==> src/rtl/seq_divider_pkg.sv <==
`default_nettype none
// +--------------------------------------------------------------------------+
// | seq_divider_pkg: shared states and constants for the sequential divider  |
// | Revision: 1.0                                                            |
// +--------------------------------------------------------------------------+
package seq_divider_pkg;

  typedef enum logic [1:0] {
    IDLE   = 2'd0,
    CALC   = 2'd1,
    FINISH = 2'd2
  } div_state_e;

  localparam int DEFAULT_WIDTH = 16;
  localparam int CNT_W = $clog2(DEFAULT_WIDTH);

  // Replicated across the quotient width on a zero divisor.
  localparam logic DIVZ_QUOTIENT_BIT = 1'b1;

endpackage : seq_divider_pkg
`default_nettype wire

==> src/rtl/div_trial_sub.sv <==
`default_nettype none
// +--------------------------------------------------------------------------+
// | div_trial_sub: (WIDTH+1)-bit trial subtractor A + ~B + 1, 4-bit CLA      |
// | groups rippling between groups. Revision: 1.0                            |
// +--------------------------------------------------------------------------+
module div_trial_sub #(
  parameter int WIDTH = 16
) (
  input  logic [WIDTH:0] i_a,
  input  logic [WIDTH:0] i_b,
  output logic [WIDTH:0] o_diff,
  output logic           o_nonneg
);

  localparam int c_groups = WIDTH / 4 + 1;
  localparam int c_ext    = c_groups * 4;

  logic [c_ext-1:0]    w_a_ext;
  logic [c_ext-1:0]    w_b_inv;
  logic [c_ext-1:0]    w_sum;
  logic [c_groups:0]   w_gc;
  logic [c_ext-WIDTH-2:0] w_unused_sum_msbs;

  // Zero-extending both operands keeps the final carry equal to (A >= B).
  assign w_a_ext = {{(c_ext-WIDTH-1){1'b0}}, i_a};
  assign w_b_inv = ~{{(c_ext-WIDTH-1){1'b0}}, i_b};
  assign w_gc[0] = 1'b1;

  for (genvar gi = 0; gi < c_groups; gi++) begin : g_grp
    logic [3:0] w_g;
    logic [3:0] w_p;
    logic [4:0] w_c;

    assign w_g = w_a_ext[gi*4 +: 4] & w_b_inv[gi*4 +: 4];
    assign w_p = w_a_ext[gi*4 +: 4] ^ w_b_inv[gi*4 +: 4];
    assign w_c[0] = w_gc[gi];
    assign w_c[1] = w_g[0] | (w_p[0] & w_c[0]);
    assign w_c[2] = w_g[1] | (w_p[1] & w_g[0]) | (w_p[1] & w_p[0] & w_c[0]);
    assign w_c[3] = w_g[2] | (w_p[2] & w_g[1]) | (w_p[2] & w_p[1] & w_g[0])
                  | (w_p[2] & w_p[1] & w_p[0] & w_c[0]);
    assign w_c[4] = w_g[3] | (w_p[3] & w_g[2]) | (w_p[3] & w_p[2] & w_g[1])
                  | (w_p[3] & w_p[2] & w_p[1] & w_g[0])
                  | (w_p[3] & w_p[2] & w_p[1] & w_p[0] & w_c[0]);
    assign w_sum[gi*4 +: 4] = w_p ^ w_c[3:0];
    assign w_gc[gi+1] = w_c[4];
  end

  assign o_diff            = w_sum[WIDTH:0];
  assign o_nonneg          = w_gc[c_groups];
  assign w_unused_sum_msbs = w_sum[c_ext-1:WIDTH+1];

endmodule : div_trial_sub
`default_nettype wire

==> src/rtl/seq_divider_16bit.sv <==
`default_nettype none
// +--------------------------------------------------------------------------+
// | seq_divider_16bit: restoring divider, one quotient bit per clock.        |
// | Optional DIV_SIGNED_EN adds truncating two's-complement mode. Rev: 1.0   |
// +--------------------------------------------------------------------------+
module seq_divider_16bit
  import seq_divider_pkg::*;
#(
  parameter int WIDTH = DEFAULT_WIDTH
) (
  input  logic             i_clk,
  input  logic             i_rst_n,
  input  logic             i_start,
  input  logic [WIDTH-1:0] i_dividend,
  input  logic [WIDTH-1:0] i_divisor,
  input  logic             i_signed,
  output logic             o_busy,
  output logic             o_done,
  output logic [WIDTH-1:0] o_quotient,
  output logic [WIDTH-1:0] o_remainder,
  output logic             o_div_by_zero
);

  localparam int         c_cnt_w  = $clog2(WIDTH);
  localparam logic [1:0] c_idle   = IDLE;
  localparam logic [1:0] c_calc   = CALC;
  localparam logic [1:0] c_finish = FINISH;

  logic [1:0]         r_state;
  logic [c_cnt_w-1:0] r_cnt;
  logic [WIDTH-1:0]   r_rem;
  logic [WIDTH-1:0]   r_dvd;
  logic [WIDTH-1:0]   r_dvs;
  logic               r_dz;

  logic [WIDTH:0]     w_rshift;
  logic [WIDTH:0]     w_diff;
  logic               w_nonneg;
  logic [WIDTH-1:0]   w_rem_next;
  logic [WIDTH-1:0]   w_quo_next;
  logic [WIDTH-1:0]   w_a_mag;
  logic [WIDTH-1:0]   w_b_mag;
  logic [WIDTH-1:0]   w_q_final;
  logic [WIDTH-1:0]   w_r_final;
  logic               w_divisor_zero;
  logic               w_unused_diff_msb;

  // The dividend register doubles as the quotient shift register.
  assign w_rshift   = {r_rem, r_dvd[WIDTH-1]};
  assign w_rem_next = w_nonneg ? w_diff[WIDTH-1:0] : w_rshift[WIDTH-1:0];
  assign w_quo_next = {r_dvd[WIDTH-2:0], w_nonneg};
  assign w_unused_diff_msb = w_diff[WIDTH];
  assign w_divisor_zero    = (i_divisor == '0);

  div_trial_sub #(.WIDTH(WIDTH)) u_trial_sub (
    .i_a      (w_rshift),
    .i_b      ({1'b0, r_dvs}),
    .o_diff   (w_diff),
    .o_nonneg (w_nonneg)
  );

`ifdef DIV_SIGNED_EN
  logic w_a_neg;
  logic w_b_neg;
  logic r_neg_q;
  logic r_neg_r;

  assign w_a_neg   = i_signed & i_dividend[WIDTH-1];
  assign w_b_neg   = i_signed & i_divisor[WIDTH-1];
  assign w_a_mag   = w_a_neg ? -i_dividend : i_dividend;
  assign w_b_mag   = w_b_neg ? -i_divisor : i_divisor;
  assign w_q_final = r_neg_q ? -w_quo_next : w_quo_next;
  assign w_r_final = r_neg_r ? -w_rem_next : w_rem_next;

  always_ff @(posedge i_clk or negedge i_rst_n) begin
    if (!i_rst_n) begin
      r_neg_q <= 1'b0;
      r_neg_r <= 1'b0;
    end else if (r_state == c_idle && i_start) begin
      r_neg_q <= w_a_neg ^ w_b_neg;
      r_neg_r <= w_a_neg;
    end
  end
`else
  logic w_unused_signed;

  assign w_unused_signed = i_signed;
  assign w_a_mag   = i_dividend;
  assign w_b_mag   = i_divisor;
  assign w_q_final = w_quo_next;
  assign w_r_final = w_rem_next;
`endif

  always_ff @(posedge i_clk or negedge i_rst_n) begin
    if (!i_rst_n) begin
      r_state       <= c_idle;
      r_cnt         <= '0;
      r_rem         <= '0;
      r_dvd         <= '0;
      r_dvs         <= '0;
      r_dz          <= 1'b0;
      o_quotient    <= '0;
      o_remainder   <= '0;
      o_div_by_zero <= 1'b0;
    end else begin
      case (r_state)
        c_idle: begin
          if (i_start) begin
            // Zero divisor keeps the raw dividend and spends one CALC cycle so DONE lands one clock after accept.
            r_dvd   <= w_divisor_zero ? i_dividend : w_a_mag;
            r_dvs   <= w_b_mag;
            r_rem   <= '0;
            r_dz    <= w_divisor_zero;
            r_cnt   <= w_divisor_zero ? '0 : c_cnt_w'(WIDTH - 1);
            r_state <= c_calc;
          end
        end
        c_calc: begin
          if (r_dz) begin
            o_quotient    <= {WIDTH{DIVZ_QUOTIENT_BIT}};
            o_remainder   <= r_dvd;
            o_div_by_zero <= 1'b1;
            r_state       <= c_finish;
          end else begin
            r_rem <= w_rem_next;
            r_dvd <= w_quo_next;
            r_cnt <= r_cnt - 1'b1;
            if (r_cnt == '0) begin
              o_quotient    <= w_q_final;
              o_remainder   <= w_r_final;
              o_div_by_zero <= 1'b0;
              r_state       <= c_finish;
            end
          end
        end
        c_finish: r_state <= c_idle;
        default:  r_state <= c_idle;
      endcase
    end
  end

  assign o_busy = (r_state != c_idle);
  assign o_done = (r_state == c_finish);

endmodule : seq_divider_16bit
`default_nettype wire

==> config.mk <==
export PLATFORM = sky130hd
export DESIGN_NAME = seq_divider_16bit
export DESIGN_NICKNAME = d
export VERILOG_FILES = /design/src/rtl/seq_divider_pkg.sv /design/src/rtl/div_trial_sub.sv /design/src/rtl/seq_divider_16bit.sv
export SDC_FILE = /design/constraint.sdc
export NUM_CORES = 1
export LEC_CHECK = 0
export ABC_CLOCK_PERIOD_IN_PS = 3800
export BUFFER_PORTS_ARGS = -buffer_cell sky130_fd_sc_hd__buf_2
export CORE_ASPECT_RATIO = 0.7
export CORE_UTILIZATION = 30
export CTS_BUF_LIST = sky130_fd_sc_hd__clkbuf_4 sky130_fd_sc_hd__clkbuf_8 sky130_fd_sc_hd__clkbuf_16
export DETAILED_ROUTE_END_ITERATION = 16
export GPL_ROUTABILITY_DRIVEN = 0
export PLACE_DENSITY_LB_ADDON = 0.2
export SYNTH_ARGS = -nofsm -noshare
export SYNTH_HDL_FRONTEND = slang
export SYNTH_HIERARCHICAL = 1
export SYNTH_SLANG_ARGS = --single-unit
==> constraint.sdc <==
create_clock -name i_clk -period 3.8 [get_ports i_clk]
set_input_delay 0.19 -clock i_clk [delete_from_list [all_inputs] [get_ports i_clk]]
set_output_delay 0.19 -clock i_clk [all_outputs]
set_load 0.005 [all_outputs]
==> results of run 1 <==
[layer usage]
layer  part of all wire  track usage  vias to the layer above
met3              0.038       0.0336                       10
met2               0.44        0.230                       73
li1                   -            -                     1668
met5                  0            0                        -
met4             0.0093       0.0382                        0
met1               0.51        0.232                     1748
[final timing paths]
path	start	depth (start not counted)	to	slack, ps
setup / recovery	r_dvd[15]$_DFFE_PN0P_	13	o_remainder[14]$_DFFE_PN0P_	210
hold / removal	i_divisor[11]	3	r_dvs[11]$_DFFE_PN0P_	60
setup reg to reg	r_dvd[15]$_DFFE_PN0P_	13	o_remainder[14]$_DFFE_PN0P_	210
hold reg to reg	r_dvs[1]$_DFFE_PN0P_	2	r_dvs[1]$_DFFE_PN0P_	480
max in group asynchronous	i_rst_n	3	o_remainder[15]$_DFFE_PN0P_	2400
min in group asynchronous	i_rst_n	2	o_quotient[5]$_DFFE_PN0P_	480
[cell usage after synthesis, types with 4 or more instances]
library cell,number
sky130_fd_sc_hd__o21ai_1,5
sky130_fd_sc_hd__nor2_1,12
sky130_fd_sc_hd__buf_2,16
sky130_fd_sc_hd__mux2_4,13
sky130_fd_sc_hd__inv_1,28
sky130_fd_sc_hd__dfrtp_1,88
sky130_fd_sc_hd__o22a_1,16
sky130_fd_sc_hd__mux2i_1,32
sky130_fd_sc_hd__o21ai_0,30
sky130_fd_sc_hd__mux2_2,4
sky130_fd_sc_hd__fa_1,4
sky130_fd_sc_hd__xnor2_1,7
sky130_fd_sc_hd__clkbuf_1,4
sky130_fd_sc_hd__a21oi_1,6
sky130_fd_sc_hd__nor4_1,4
sky130_fd_sc_hd__o2bb2ai_1,16
sky130_fd_sc_hd__ha_1,18
sky130_fd_sc_hd__nand3_1,19
sky130_fd_sc_hd__nand2_1,68
[stage by stage]
step,utilization,power (uW),std cells
global route,0.371,6240,704
finish,0.371,5750,704
floorplan,-,3930,439
global placement,0.348,4660,687
detailed placement,0.348,4760,687
CTS,0.371,5780,704
[flip-flops by register name, indices dropped and copies added (netlist names), 2 cells and up]
name / cells
r_rem: 16
r_state: 2
o_quotient: 16
r_dvs: 16
r_cnt: 4
r_dvd: 16
o_remainder: 16
[critical path: stages, from the launching register on]
cell and delay (ps):
sky130_fd_sc_hd__dfrtp_1 400, sky130_fd_sc_hd__inv_1 70, sky130_fd_sc_hd__ha_1 350, sky130_fd_sc_hd__o211ai_1 290, sky130_fd_sc_hd__a21boi_2 140, sky130_fd_sc_hd__a41o_4 350
sky130_fd_sc_hd__a31oi_4 260, sky130_fd_sc_hd__a21oi_2 110, sky130_fd_sc_hd__a21o_1 200, sky130_fd_sc_hd__fa_2 420, sky130_fd_sc_hd__buf_4 200, sky130_fd_sc_hd__mux2i_1 300
sky130_fd_sc_hd__o21ai_0 140, sky130_fd_sc_hd__mux2_4 270
[cells by family (layout without fill, tap and decap cells)]
logic type | count (synthesis) | in the layout | synth area share
adders and majority gates | 22 | 22 | 0.0648
AOI/OAI and AO/OA | 96 | 96 | 0.156
DFF | 88 | 88 | 0.467
muxes | 49 | 49 | 0.119
other | 1 | 1 | 0.000796
xor gates and xnor gates | 10 | 10 | 0.0186
and+or+nand+nor | 119 | 119 | 0.116
buffers and inverters | 54 | 124 | 0.0571
[power by group]
part / switching [uW] / internal (uW) / total [uW]
combinational: 1600 / 1410 / 3010
sequential: 356 / 1390 / 1750
clock: 379 / 611 / 990
total: 2340 / 3410 / 5750
[area by class of cell]
class | instances | area share
well taps | 195 | 0.0438
clock buffers | 11 | 0.0454
flip-flops and latches | 88 | 0.396
inverters | 28 | 0.0189
repair buffers | 80 | 0.0778
multi-input cells | 297 | 0.404
clock inverters | 5 | 0.0142
[what timing repair did]
| action | CTS | global route |
|---|---|---|
| hold buffers | 1 | 0 |
| setup endpoints to repair | 0 | 12 |
| hold endpoints to repair | 59 | 0 |
| resized for setup | 0 | 2 |
==> results summary, run 1 <==
The via total after detailed routing is 3499. By area the synthesized netlist is led by sky130_fd_sc_hd__dfrtp_1 (47%), sky130_fd_sc_hd__mux2i_1 (6.8%), sky130_fd_sc_hd__nand2_1 (5.4%), sky130_fd_sc_hd__ha_1 (4.8%), sky130_fd_sc_hd__mux2_4 (4.1%). The largest net degree at the start of global routing is 61.

The minimum setup slack after placement is 170 ps. The count of antenna diodes in the layout is 0. The initial DRC count came out at 132. The final-layout fill cell count came out at 1549. The most common cell after layout, fill and taps aside is sky130_fd_sc_hd__dfrtp_1. In this run the worst path has a maximum fanout of 6. The clock skew after layout is 8.32 ps.

The number of failing setup endpoints in the final timing report is 0. The clock tree synthesis step divided the H-tree into 3 levels. Registers take 0.00220 mm^2.

The count of boundary I/O pins came out at 71. Summing all multi-input logic gate instances after layout gives 0.00225 mm^2. The die footprint is 0.0162 mm^2. STA classifies the critical path endpoint as a flip-flop.

The total wire length is 11900 um. In the layout the commonest cells are sky130_fd_sc_hd__dfrtp_1 (88), sky130_fd_sc_hd__nand2_1 (68), sky130_fd_sc_hd__buf_2 (68), sky130_fd_sc_hd__mux2i_1 (31), sky130_fd_sc_hd__o21ai_0 (30). The fraction of layout instances using a drive strength above 1 came out at 0.251.

The standard-cell row count is 37. The initial utilization of the core area, before any placement, comes to 0.314. The maximum vdd ir drop is 389 uV. In the finished design, the share of the clock period the worst path needs comes to 0.945. The global routing usage summed across all routing layers is 0.157. The netlist area before placement is 0.00471 mm^2. Yosys printed 6 warnings. The synthesized net count came out at 497. The number of distinct library cells after synthesis came out at 54. The wire-length estimate of the detail-placed layout is 8510 um. The source-to-sink clock delay at the later pin of the worst-skew pair came out at 340 ps.

The upper clock frequency limit came out at 0.278 GHz. The placed standard-cell area came out at 0.00522 mm^2. The post-synthesis sequential area ratio came out at 0.467. The finished cells cover 0.00556 mm^2.

Once the clock tree was built, the setup fixing pass inserted 0 buffers. The final layout contains 562 nets. The cell sitting at the root of the clock tree is a sky130_fd_sc_hd__clkbuf_16.

In the routed layout, each cell is associated on average with a via count of 4.97. The slew at the pin closest to its max-slew limit came out at 814 ps. Counting the buffers created by CTS gives 9. The most used flip-flop cell after synthesis is sky130_fd_sc_hd__dfrtp_1. The top-area cell type share of the netlist area is 0.467. The count of unresolved DRC violations after routing came out at 0. The biggest area contributor in the post-synthesis netlist is sky130_fd_sc_hd__dfrtp_1. The number of violations of the max-capacitance limit came out at 0.

Clock-pin slew was measured on the worst setup and hold paths at 70 ps. The remaining number of nets flagged by the antenna check after routing came out at 0. The die extent in x came out at 152 um.

The sum of negative setup slack is 0 ps. The time the final worst path needs with I/O delays and setup is 3590 ps. Setup repair after global routing left no endpoint under its margin. The worst endpoint data arrival time is 3810 ps. No sink is reached through more buffers than the 2 on the longest clock path. In this run the worst hold path is classified as in -> reg.

Power spread over the standard cell area amounts to 1030 mW/mm^2. The run finished with clean final reports. The critical path is of the reg -> reg type. The type of origin of the critical path is a flip-flop. Counting flops with a built-in enable in the synthesized netlist gives 0. The number of hold violations in the final report came out at 0. The synthesized instance count is 439. Dividing the synthesized area by the synthesized cell count gives 10.7 um^2. The via count of the first global-routing pass is 3587.

The first detailed-routing pass ran for 5 iterations. The first global-routing pass estimated 19400 um of wire. The number of antenna violations at the first check in global routing is 0. The floorplan step defined a core boundary enclosing 0.0150 mm^2. The count of clock tree sinks is 88.

The overflow left after global routing came out at 0. The tightest hold margin is 56.3 ps. The count of state elements after synthesis is 88. The height of the die is 107 um. The routed wirelength normalized by instance count came out at 16.8 um. Setup slack closes at 208 ps.

The post-synthesis async set-or-reset flop share is 1.00. During placement, the flow inserted port buffers numbering 69. TritonCTS built the clock tree. Relative to the synthesized area, the layout overhead comes to 18.1%. In this run the tightest slew margin relative to its limit is 0.457. The number of max-slew violations in the final report is 0. The leakage power is 0.00262 uW.

The required time of the worst setup path came out at 4020 ps.
No activity file was read; power rests on OpenSTA's default activity.
==> run 2: changes to the inputs <==
--- a/config.mk
+++ b/config.mk
@@ -12,6 +12,7 @@
 export CTS_BUF_LIST = sky130_fd_sc_hd__clkbuf_4 sky130_fd_sc_hd__clkbuf_8 sky130_fd_sc_hd__clkbuf_16
 export DETAILED_ROUTE_END_ITERATION = 16
 export GPL_ROUTABILITY_DRIVEN = 0
+export HOLD_SLACK_MARGIN = 0.08
 export PLACE_DENSITY_LB_ADDON = 0.2
 export SYNTH_ARGS = -nofsm -noshare
 export SYNTH_HDL_FRONTEND = slang
==> run 2 against run 1 <==
  * Combinational power barely moved
  * Global-route usage rose by 0.11 points
  * Sequential cell count unchanged
  * Power is 0.24% higher
  * Core utilization grew 0.80 points
  * Sequential power barely moved
  * Critical path type unchanged
  * Critical endpoint unchanged
==> results summary, run 2 (synthesized netlist as in run 1, its figures left out) <==
The flow ran to the end, and the final reports show no timing, DRC or antenna violations. The via count of the first global-routing pass is 3633 (+1.3%). The number of buffers created by CTS is 9 (unchanged). The worst endpoint data arrival time came out at 3810 ps (about the same).

The via total after detailed routing is 3547 (+1.4%). The minimum setup slack among reg-to-reg paths is 200 ps (about the same). Setup repair after global routing left no endpoint under its margin. The upper clock frequency limit is 0.278 GHz (about the same).

The global routing usage summed across all routing layers is 0.158 (+0.00111). The switching power of the nets came out at 2340 uW (+0.24%). The count of boundary I/O pins is 71 (unchanged). The initial DRC count was 133 (+0.76%).

The time the final worst path needs with I/O delays and setup came out at 3600 ps (+3.33 ps). The minimum setup slack after placement came out at 170 ps (unchanged). The worst flop-to-flop path endpoint is o_remainder[14]$_DFFE_PN0P_. The count of unresolved DRC violations after routing came out at 0 (unchanged). The cell-internal power is 3420 uW (+0.23%). The area growth from synthesis to layout is 20.7%. The remaining number of nets flagged by the antenna check after routing is 0 (unchanged). The number of violations of the max-capacitance limit came out at 0 (unchanged).

The height of the die is 107 um (unchanged). The source-to-sink clock delay at the later pin of the worst-skew pair came out at 340 ps (about the same). The final setup slack of the worst path came to 205 ps (-3.33 ps). The most common cell after layout, fill and taps aside is sky130_fd_sc_hd__dfrtp_1.

The total wire length came to 11900 um (+0.56%). The count of buffer and inverter cells on the critical path was 2 (unchanged). The path class of the tightest hold or removal check is in -> reg. The type of origin of the critical path is a flip-flop. The effective utilization at floorplan is 0.314 (unchanged). The origin of the worst setup path is r_dvd[15]$_DFFE_PN0P_.

The number of max-slew violations in the final report was 0 (unchanged). The die extent in x came to 152 um (unchanged). The largest net degree at the start of global routing was 61 (unchanged). In the layout the commonest cells are sky130_fd_sc_hd__dfrtp_1 (88), sky130_fd_sc_hd__nand2_1 (68), sky130_fd_sc_hd__buf_2 (68), sky130_fd_sc_hd__mux2i_1 (31), sky130_fd_sc_hd__o21ai_0 (30). The share of total power consumed by net switching came out at 0.407 (about the same). The area of the multi-input gates came out at 0.00225 mm^2 (unchanged). The number of hold violations in the final report was 0 (unchanged).

The count of antenna diodes in the layout came out at 0 (unchanged). The maximum single-stage delay on the critical path came out at 420 ps (about the same). The number of cells on the worst reg-to-reg path is 13 (unchanged). The slowest stage of the critical path is the sky130_fd_sc_hd__fa_2 cell. The relative max-transition margin came out at 0.447 (-0.00994). The required time of the worst setup path is 4020 ps (about the same). TritonCTS built the clock tree. The count of clock tree sinks came out at 88 (unchanged).

The combinational group share of total power is 0.524 (about the same). The critical path ends at o_remainder[14]$_DFFE_PN0P_. The standard-cell row count came to 37 (unchanged).

The sum of negative setup slack is 0 ps (unchanged). The half-perimeter wire length after detailed placement came out at 8510 um (unchanged). The slew at the pin closest to its max-slew limit came out at 829 ps (+14.9 ps). The clock input transition at the sequential cells of the worst setup and hold paths came out at 60 ps (about the same).

The proportion of power drawn by flip-flops and latches is 0.304 (about the same). The routed wirelength normalized by instance count is 16.6 um (-1.1%). The number of H-tree levels came to 3 (unchanged). The overflow left after global routing came to 0 (unchanged). The count of input and output buffers is 69 (unchanged). The buffers inserted during post-CTS setup optimization is 0 (unchanged).

The final-layout fill cell count came out at 1543 (-0.39%). The die footprint is 0.0162 mm^2 (unchanged). STA classifies the critical path endpoint as a flip-flop. The maximum fanout count along the critical path is 6 (unchanged). The number of search-and-repair iterations in the first detailed-routing pass came out at 4 (-1).

The instance count along the most critical hold path came to 3 (unchanged). The net total in the final layout is 574 (+2.1%). The critical path goes through inv_1, ha_1, o211ai_1, a21boi_2, a41o_4, a31oi_4, a21oi_2, a21o_1, fa_2, buf_4, mux2i_1, o21ai_0, mux2_4.

The number of buffers on the longest clock path was 2 (unchanged). The power density over the cells was 1010 mW/mm^2 (-1.9%). The post-route clock period utilization is 0.946 (about the same). The sequential cell area is 0.00220 mm^2 (unchanged). The global-route wire length before repair is 19600 um (+0.89%). The fraction of layout instances using a drive strength above 1 came out at 0.246 (-0.00579). The clock skew after layout is 7.59 ps (-0.732 ps). The core outline area is 0.0150 mm^2 (unchanged).

The leakage power came out at 0.00267 uW (+1.9%). The tree is rooted in a sky130_fd_sc_hd__clkbuf_16. The number of antenna violations at the first check in global routing is 0 (unchanged).

The worst register-to-register path begins at r_dvd[15]$_DFFE_PN0P_. The maximum vdd ir drop is 390 uV (+0.31%). The number of vias per cell is 4.95 (-0.33%). The setup path with the least slack is of type reg -> reg.

The clock network fraction of total power came to 0.172 (about the same). The cell class contributing the biggest share of worst-path delay is compound AO/OA/AOI/OAI gates. The number of failing setup endpoints in the final timing report came out at 0 (unchanged). The critical path depth in cells is 13 (unchanged).
## run 2: power groups by stage
stage	Combinational, uW	Clock (uW)	Sequential, uW
after global routing	3380	1050	1810
after global placement	2910	0	1750
after floorplan	2250	0	1670
after CTS	3020	1010	1750
final	3020	992	1750
after detailed placement	2990	0	1760
## run 2: layout make-up
type | count | area share
clock inverter | 5 | 0.0139
clock buffer | 11 | 0.0445
sequential | 88 | 0.387
multi-input combinational | 297 | 0.396
timing repair buffer | 92 | 0.0973
tap | 195 | 0.0429
inverter | 28 | 0.0185
## run 2: worst register-to-register path: stages (launching register included)
cell and delay, ps:
sky130_fd_sc_hd__dfrtp_1 400, sky130_fd_sc_hd__inv_1 70, sky130_fd_sc_hd__ha_1 350, sky130_fd_sc_hd__o211ai_1 290
sky130_fd_sc_hd__a21boi_2 140, sky130_fd_sc_hd__a41o_4 350, sky130_fd_sc_hd__a31oi_4 260, sky130_fd_sc_hd__a21oi_2 110
sky130_fd_sc_hd__a21o_1 200, sky130_fd_sc_hd__fa_2 420, sky130_fd_sc_hd__buf_4 200, sky130_fd_sc_hd__mux2i_1 300
sky130_fd_sc_hd__o21ai_0 140, sky130_fd_sc_hd__mux2_4 270
## run 2: worst min path at each step
stage,endpoint,slack [ps],from
after floorplan,o_div_by_zero$_DFFE_PN0P_,-110,i_rst_n
after global placement,o_quotient[8]$_DFFE_PN0P_,310,i_rst_n
after detailed placement,o_quotient[8]$_DFFE_PN0P_,330,i_rst_n
after CTS,r_dvs[4]$_DFFE_PN0P_,80,i_divisor[4]
after global routing,r_dvs[4]$_DFFE_PN0P_,100,i_divisor[4]
final,r_dvs[2]$_DFFE_PN0P_,90,i_divisor[2]
## run 2: per-stage QoR
step | cells | cell area (um^2) | total power [uW] | hold WS [ps] | utilization
global route | 716 | 5680 | 6250 | 97.7 | 0.379
detailed placement | 687 | 5220 | 4760 | 333 | 0.348
CTS | 716 | 5680 | 5790 | 84.2 | 0.379
global placement | 687 | 5220 | 4660 | 314 | 0.348
finish | 716 | 5680 | 5760 | 91.6 | 0.379
floorplan | 439 | 4710 | 3930 | -106 | -
## run 2: routing by layer
metal  global-route usage  wire length, um
met3               0.0336              390
met5                    0                0
met2                0.232             5240
met4               0.0382               87
met1                0.233             6200
## run 2: what timing repair did
item,CTS,global route
gates resized for setup,0,2
endpoints found under the hold margin,71,0
hold buffers,13,0
setup endpoints to repair,0,12
